==> src/rtl/bcom_mode_engine.sv <==
// -----------------------------------------------------------------------------
// bcom_mode_engine
// Block-cipher operation-mode engine (ECB, CBC, OFB, CTR, full-block CFB)
// wrapped around an external single-block cipher core. Accepts one block over
// a valid/ready input stream, runs one core operation per block, applies
// chaining/XOR and returns the result over a valid/ready output stream.
//
// Parameters:
//   BLOCK_W  block and IV width in bits
//   CTR_W    width of the CTR increment field (low bits of the chain register)
//
// Ports:
//   Clk, RstN            clock, asynchronous active-low reset
//   clr                  synchronous soft clear (highest priority)
//   mode, encrypt        0 ECB, 1 CBC, 2 OFB, 3 CTR, 4 CFB; 5-7 reserved
//   iv_load, iv          load chain register (honoured in IDLE only)
//   in_valid/in_ready/in_data      input block stream
//   out_valid/out_ready/out_data   result stream
//   mode_err             reserved mode selected (combinational)
//   busy                 engine not idle
//   core_start/core_enc/core_din   core launch interface
//   core_done/core_dout            core result interface
//   blk_cnt              completed-block counter (only with BCOM_BLKCNT_EN)
//
// Build option: define BCOM_BLKCNT_EN to add the saturating blk_cnt output.
// -----------------------------------------------------------------------------
module bcom_mode_engine #(
  parameter int BLOCK_W = 128,
  parameter int CTR_W   = 32
) (
  input  logic               Clk,
  input  logic               RstN,
  input  logic               clr,
  input  logic [2:0]         mode,
  input  logic               encrypt,
  input  logic               iv_load,
  input  logic [BLOCK_W-1:0] iv,
  input  logic               in_valid,
  output logic               in_ready,
  input  logic [BLOCK_W-1:0] in_data,
  output logic               out_valid,
  input  logic               out_ready,
  output logic [BLOCK_W-1:0] out_data,
  output logic               mode_err,
  output logic               busy,
`ifdef BCOM_BLKCNT_EN
  output logic [31:0]        blk_cnt,
`endif
  output logic               core_start,
  output logic               core_enc,
  output logic [BLOCK_W-1:0] core_din,
  input  logic               core_done,
  input  logic [BLOCK_W-1:0] core_dout
);

  localparam logic [2:0] M_ECB = 3'd0;
  localparam logic [2:0] M_CBC = 3'd1;
  localparam logic [2:0] M_OFB = 3'd2;
  localparam logic [2:0] M_CTR = 3'd3;
  localparam logic [2:0] M_CFB = 3'd4;

  typedef enum logic [1:0] {
    ST_IDLE   = 2'd0,
    ST_LAUNCH = 2'd1,
    ST_WAIT   = 2'd2,
    ST_OUT    = 2'd3
  } state_t;

  state_t             state_r;
  logic [BLOCK_W-1:0] chain_r;
  logic [BLOCK_W-1:0] data_r;
  logic [2:0]         mode_r;
  logic               enc_r;
  logic               out_valid_r;
  logic [BLOCK_W-1:0] out_data_r;
  logic               core_start_r;
  logic               core_enc_r;
  logic [BLOCK_W-1:0] core_din_r;

  logic               mode_err_s;
  logic               in_ready_s;
  logic               accept_s;
  logic [BLOCK_W-1:0] launch_din_s;
  logic               launch_enc_s;
  logic [BLOCK_W-1:0] ctr_next_s;
  logic [BLOCK_W-1:0] res_out_s;
  logic [BLOCK_W-1:0] res_chain_s;

  // Reserved-mode detect and input handshake; iv_load steals the accept slot
  always_comb begin
    mode_err_s = (mode > M_CFB);
    in_ready_s = (state_r == ST_IDLE) && !iv_load && !mode_err_s;
    accept_s   = in_valid && in_ready_s;
  end

  // Core operand chosen from the live inputs, registered on the accept edge
  always_comb begin
    launch_din_s = in_data;
    launch_enc_s = 1'b1;
    case (mode)
      M_ECB: begin
        launch_din_s = in_data;
        launch_enc_s = encrypt;
      end
      M_CBC: begin
        if (encrypt) begin
          launch_din_s = in_data ^ chain_r;
          launch_enc_s = 1'b1;
        end else begin
          launch_din_s = in_data;
          launch_enc_s = 1'b0;
        end
      end
      M_OFB, M_CTR, M_CFB: begin
        // Stream modes always run the core forward on the chain register
        launch_din_s = chain_r;
        launch_enc_s = 1'b1;
      end
      default: begin
        launch_din_s = in_data;
        launch_enc_s = 1'b1;
      end
    endcase
  end

  // CTR step: only the low CTR_W bits count, upper bits are left untouched
  always_comb begin
    ctr_next_s              = chain_r;
    ctr_next_s[CTR_W-1:0]   = chain_r[CTR_W-1:0] + CTR_W'(1'b1);
  end

  // Result and next chain value from the latched block and core output
  always_comb begin
    res_out_s   = core_dout ^ data_r;
    res_chain_s = chain_r;
    case (mode_r)
      M_ECB: begin
        res_out_s   = core_dout;
        res_chain_s = chain_r;
      end
      M_CBC: begin
        if (enc_r) begin
          res_out_s   = core_dout;
          res_chain_s = core_dout;
        end else begin
          res_out_s   = core_dout ^ chain_r;
          res_chain_s = data_r;
        end
      end
      M_OFB: begin
        res_out_s   = core_dout ^ data_r;
        res_chain_s = core_dout;
      end
      M_CTR: begin
        res_out_s   = core_dout ^ data_r;
        res_chain_s = ctr_next_s;
      end
      M_CFB: begin
        // Feedback is always the ciphertext: our output on encrypt, input on decrypt
        res_out_s = core_dout ^ data_r;
        if (enc_r) begin
          res_chain_s = core_dout ^ data_r;
        end else begin
          res_chain_s = data_r;
        end
      end
      default: begin
        res_out_s   = core_dout ^ data_r;
        res_chain_s = chain_r;
      end
    endcase
  end

  // Sequencer FSM with all outputs registered; clr mirrors reset
  always_ff @(posedge Clk or negedge RstN) begin
    if (!RstN) begin
      state_r      <= ST_IDLE;
      chain_r      <= {BLOCK_W{1'b0}};
      data_r       <= {BLOCK_W{1'b0}};
      mode_r       <= 3'd0;
      enc_r        <= 1'b0;
      out_valid_r  <= 1'b0;
      out_data_r   <= {BLOCK_W{1'b0}};
      core_start_r <= 1'b0;
      core_enc_r   <= 1'b0;
      core_din_r   <= {BLOCK_W{1'b0}};
    end else if (clr) begin
      state_r      <= ST_IDLE;
      chain_r      <= {BLOCK_W{1'b0}};
      data_r       <= {BLOCK_W{1'b0}};
      mode_r       <= 3'd0;
      enc_r        <= 1'b0;
      out_valid_r  <= 1'b0;
      out_data_r   <= {BLOCK_W{1'b0}};
      core_start_r <= 1'b0;
      core_enc_r   <= 1'b0;
      core_din_r   <= {BLOCK_W{1'b0}};
    end else begin
      case (state_r)
        ST_IDLE: begin
          core_start_r <= 1'b0;
          if (iv_load) begin
            chain_r <= iv;
          end else if (accept_s) begin
            data_r       <= in_data;
            mode_r       <= mode;
            enc_r        <= encrypt;
            core_din_r   <= launch_din_s;
            core_enc_r   <= launch_enc_s;
            core_start_r <= 1'b1;
            state_r      <= ST_LAUNCH;
          end
        end
        ST_LAUNCH: begin
          // core_din/core_enc stay put until the result is captured
          core_start_r <= 1'b0;
          state_r      <= ST_WAIT;
        end
        ST_WAIT: begin
          if (core_done) begin
            out_data_r  <= res_out_s;
            chain_r     <= res_chain_s;
            out_valid_r <= 1'b1;
            state_r     <= ST_OUT;
          end
        end
        ST_OUT: begin
          if (out_ready) begin
            out_valid_r <= 1'b0;
            state_r     <= ST_IDLE;
          end
        end
        default: begin
          state_r      <= ST_IDLE;
          out_valid_r  <= 1'b0;
          core_start_r <= 1'b0;
        end
      endcase
    end
  end

`ifdef BCOM_BLKCNT_EN
  logic [31:0] blk_cnt_r;

  // Saturating count of delivered blocks; restarts with every new IV
  always_ff @(posedge Clk or negedge RstN) begin
    if (!RstN) begin
      blk_cnt_r <= 32'd0;
    end else if (clr) begin
      blk_cnt_r <= 32'd0;
    end else if (iv_load && (state_r == ST_IDLE)) begin
      blk_cnt_r <= 32'd0;
    end else if (out_valid_r && out_ready && (blk_cnt_r != 32'hFFFF_FFFF)) begin
      blk_cnt_r <= blk_cnt_r + 32'd1;
    end
  end

  assign blk_cnt = blk_cnt_r;
`else
  // No completed-block counter in this build
`endif

  assign in_ready   = in_ready_s;
  assign mode_err   = mode_err_s;
  assign busy       = (state_r != ST_IDLE);
  assign out_valid  = out_valid_r;
  assign out_data   = out_data_r;
  assign core_start = core_start_r;
  assign core_enc   = core_enc_r;
  assign core_din   = core_din_r;

endmodule

==> config.mk <==
export PLATFORM = sky130hd
export DESIGN_NAME = bcom_mode_engine
export DESIGN_NICKNAME = d
export VERILOG_FILES = /design/src/rtl/bcom_mode_engine.sv
export SDC_FILE = /design/constraint.sdc
export NUM_CORES = 2
export LEC_CHECK = 0
export ABC_AREA = 1
export BUFFER_PORTS_ARGS = -buffer_cell sky130_fd_sc_hd__buf_2
export CAP_MARGIN = 30
export CORE_ASPECT_RATIO = 0.75
export CORE_MARGIN = 2
export CORE_UTILIZATION = 35
export CTS_CLUSTER_DIAMETER = 60
export DETAILED_ROUTE_END_ITERATION = 16
export PLACE_DENSITY = 0.65
export SLEW_MARGIN = 30
export SYNTH_ARGS = -nofsm -noshare
export SYNTH_HDL_FRONTEND = slang
export SYNTH_SLANG_ARGS = --single-unit
==> constraint.sdc <==
create_clock -name Clk -period 2.7 [get_ports Clk]
set_input_delay 0.675 -clock Clk [delete_from_list [all_inputs] [get_ports Clk]]
set_output_delay 0.675 -clock Clk [all_outputs]
set_load 0.03 [all_outputs]
==> results.py <==
metrics = {
    "grt": {
        "grt_overflow_total": 0,
        "antenna_found_initial": 61,
        "grt_pass1_vias": 34000,
        "grt_usage": 0.280,
        "grt_pass1_wl_um": 213000,
        "grt_max_degree": 191,
    },
    "yosys": {
        "ys_seq_area_frac": 0.389,
        "avgSynthCellArea_um2": 7.06,
        "synth_top_cell_by_area": "dfrtp_1",
        "synth_seq_cells": 521,
        "synth_most_common_cell": "nand2_1",
        "yosys.area.top_type_share": 0.389,
        "syn_area_mm2": 0.0335,
        "synthTopCellsByArea": "dfrtp_1 (39%), nand2_1 (12%), o21ai_0 (11%)",
        "synth_warnings": 0,
        "synth_edf_count": 0,
        "synthArstFlopShare": 1.00,
        "syn-num-nets": 5152,
        "netlist-cell-type-count": 38,
        "synth_cells": 4752,
        "synthFlopType": "dfrtp_1",
        "yosys-top-cells-count": "nand2_1 (1087), o21ai_0 (769), dfrtp_1 (521)",
    },
    "timing": {
        "fin_tns_setup_ns": 0,
        "slew_viol_final": 0,
        "setup-violations-final": 0,
        "relSlewSlack": 0.188,
        "fmaxAchievable_ghz": 0.401,
        "clock_skew_ns": 0.0223,
        "worst_slew_pin_slew_ns": 1.22,
        "min_period_over_period": 0.925,
        "rsz0062_at_grt": "false",
        "hold_viol": 0,
        "fin_crit_ns": 2.50,
    },
    "outcome": {
        "status": "completed",
    },
    "placed_design": {
        "hpwl_um": 93300,
        "gp_congestion": 0.904,
        "io_buffer_count": 656,
        "dpl_cell_area_mm2": 0.0382,
    },
    "worst_setup_path": {
        "reg2reg_from": "state_r[0]",
        "cp_data_arrival_time_ns": 1.82,
        "worstPathRequired_ns": 2.03,
        "worst_setup_path_start_kind": "flip-flop",
        "worstSetupEndpointType": "primary output",
        "startpoint": "state_r[0]",
        "crit_type": "flip-flop to primary output",
        "cp_max_fo": 5,
    },
    "power_and_ir_drop": {
        "fin_total_pwr_mw": 29.0,
        "power_density_mw_per_mm2": 716,
        "ir_drop_mv": 0.572,
        "leakagePower_nw": 18.1,
    },
    "clock_tree": {
        "clockBufferDepth": 3,
        "htree_levels": 2,
        "clk_latency_ns": 0.66,
        "numCtsBuffers": 61,
        "cts.clk_slew.worst_paths_ns": 0.07,
        "cts_tree": "done",
        "cts-root-buf": "clkbuf_16",
        "clock-sinks": 521,
    },
    "detailed_routing": {
        "vias": 36000,
        "routed_wl_um": 141000,
        "drc": 0,
        "antenna_left": 0,
        "first_pass_iters": 6,
        "wire_per_inst_um": 21.6,
        "drt_first_iter_violations": 3590,
        "via_per_inst": 5.51,
    },
    "layout": {
        "regArea_mm2": 0.0130,
        "nets": 5596,
        "design_area_mm2": 0.0404,
        "multiInputGateArea_mm2": 0.0174,
        "layout-drive-gt1-share": 0.172,
        "areaGrowthSynthToFinish_pct": 20.6,
        "fillers": 9757,
    },
    "hold_path": {
        "min_from": "in_data[7]",
        "hp-class": "input pin to flip-flop",
    },
    "die": {
        "pin_count": 657,
        "dieArea_mm2": 0.0984,
        "core_area_mm2": 0.0952,
        "chipHeight_um": 272,
        "die-width_um": 362,
        "fp-row-count": 98,
        "start_util": 0.353,
    },
    "job": {
        "max_cap_violations": 0,
    },
}
==> worst max-delay path, stage by stage, from the launching register on <==
cell     delay [ns]
dfrtp_1        0.42
inv_2          0.14
ha_1           0.21
nand2_1        0.12
nor2_4         0.12
buf_6          0.17
==> layer usage <==
metal / wire, µm / share of wire / GRT usage
met4: 4480 / 0.032 / 0.102
met3: 14100 / 0.10 / 0.0678
met1: 61600 / 0.44 / 0.389
met2: 61000 / 0.43 / 0.421
met5: 241 / 0.0017 / 0
==> per-stage QoR <==
| stage | std cells | setup slack [ns] | utilization | hold WS (ns) |
|---|---|---|---|---|
| CTS | 6495 | 0.0168 | 0.424 | 0.234 |
| global placement | 6381 | 0.275 | 0.402 | 0.490 |
| floorplan | 4752 | 0.467 | - | 0.379 |
| finish | 6536 | 0.204 | 0.425 | 0.283 |
| global route | 6519 | 0.0867 | 0.425 | 0.266 |
| detailed placement | 6381 | 0.263 | 0.402 | 0.495 |
==> final timing paths <==
path	slack [ns]	end	depth (start not counted)
min reg2reg	0.50	core_din[1]	2
max reg2reg	0.38	chain_r[29]	7
max in group asynchronous	1.30	out_data[114]	3
min	0.28	data_r[7]	3
min in group asynchronous	0.59	core_din[43]	2
max	0.20	in_ready	5
==> area by class of cell <==
cell class,instances,share of cell area
well taps,1250,0.0387
repair buffers,752,0.114
flip-flops and latches,521,0.322
clock buffers,85,0.0422
clock inverters,28,0.00953
inverters,420,0.0395
diodes,40,0.00247
multi-input cells,3440,0.431
==> logic make-up (layout without fill, tap and decap cells) <==
logic type	Yosys count	in the layout	synth area share
fa+ha+maj	5	5	0.00186
xor+xnor	256	256	0.0668
flops	521	521	0.389
compound gates	1258	1258	0.213
simple gates	1921	1921	0.235
other cells	0	40	0
buf+inv	791	1285	0.0947
==> flip-flops by register name (all words and copies together), names as in the netlist <==
signal / cells
chain_r: 128
core_din: 128
core_enc: 1
core_start: 1
data_r: 128
enc_r: 1
mode_r: 3
out_data: 128
out_valid: 1
state_r: 2
==> placed cells by master, fill, tap and decap left out, drive strengths merged, types with 10 or more instances in the layout <==
cell type | synthesis | layout
nand2 | 1088 | 1088
o21ai | 859 | 859
buf | 122 | 751
dfrtp | 521 | 521
nand3 | 428 | 428
inv | 420 | 424
nor2 | 378 | 378
xor2 | 147 | 147
a21oi | 132 | 132
a32oi | 128 | 128
xnor2 | 109 | 109
a211oi | 98 | 98
clkbuf | 249 | 85
diode | 0 | 40
o211ai | 21 | 21
or2 | 19 | 19
clkinv | 0 | 13
o22ai | 10 | 10
==> power by group <==
group | leakage (nW) | internal, mW | switching, mW | total [mW]
combinational | 9.94 | 2.78 | 6.17 | 8.95
clock | 1.02 | 5.18 | 3.73 | 8.90
sequential | 7.09 | 9.24 | 1.86 | 11.1
==> what timing repair did <==
item	4_1_cts	5_1_grt
gates resized for setup	3	1
endpoints found under the hold margin	31	0
cloned	0	0
pin swaps	0	1
endpoints found under the setup margin	1	1
setup buffers	0	1
hold buffers	1	0
No activity file was read; power rests on OpenSTA's default activity.
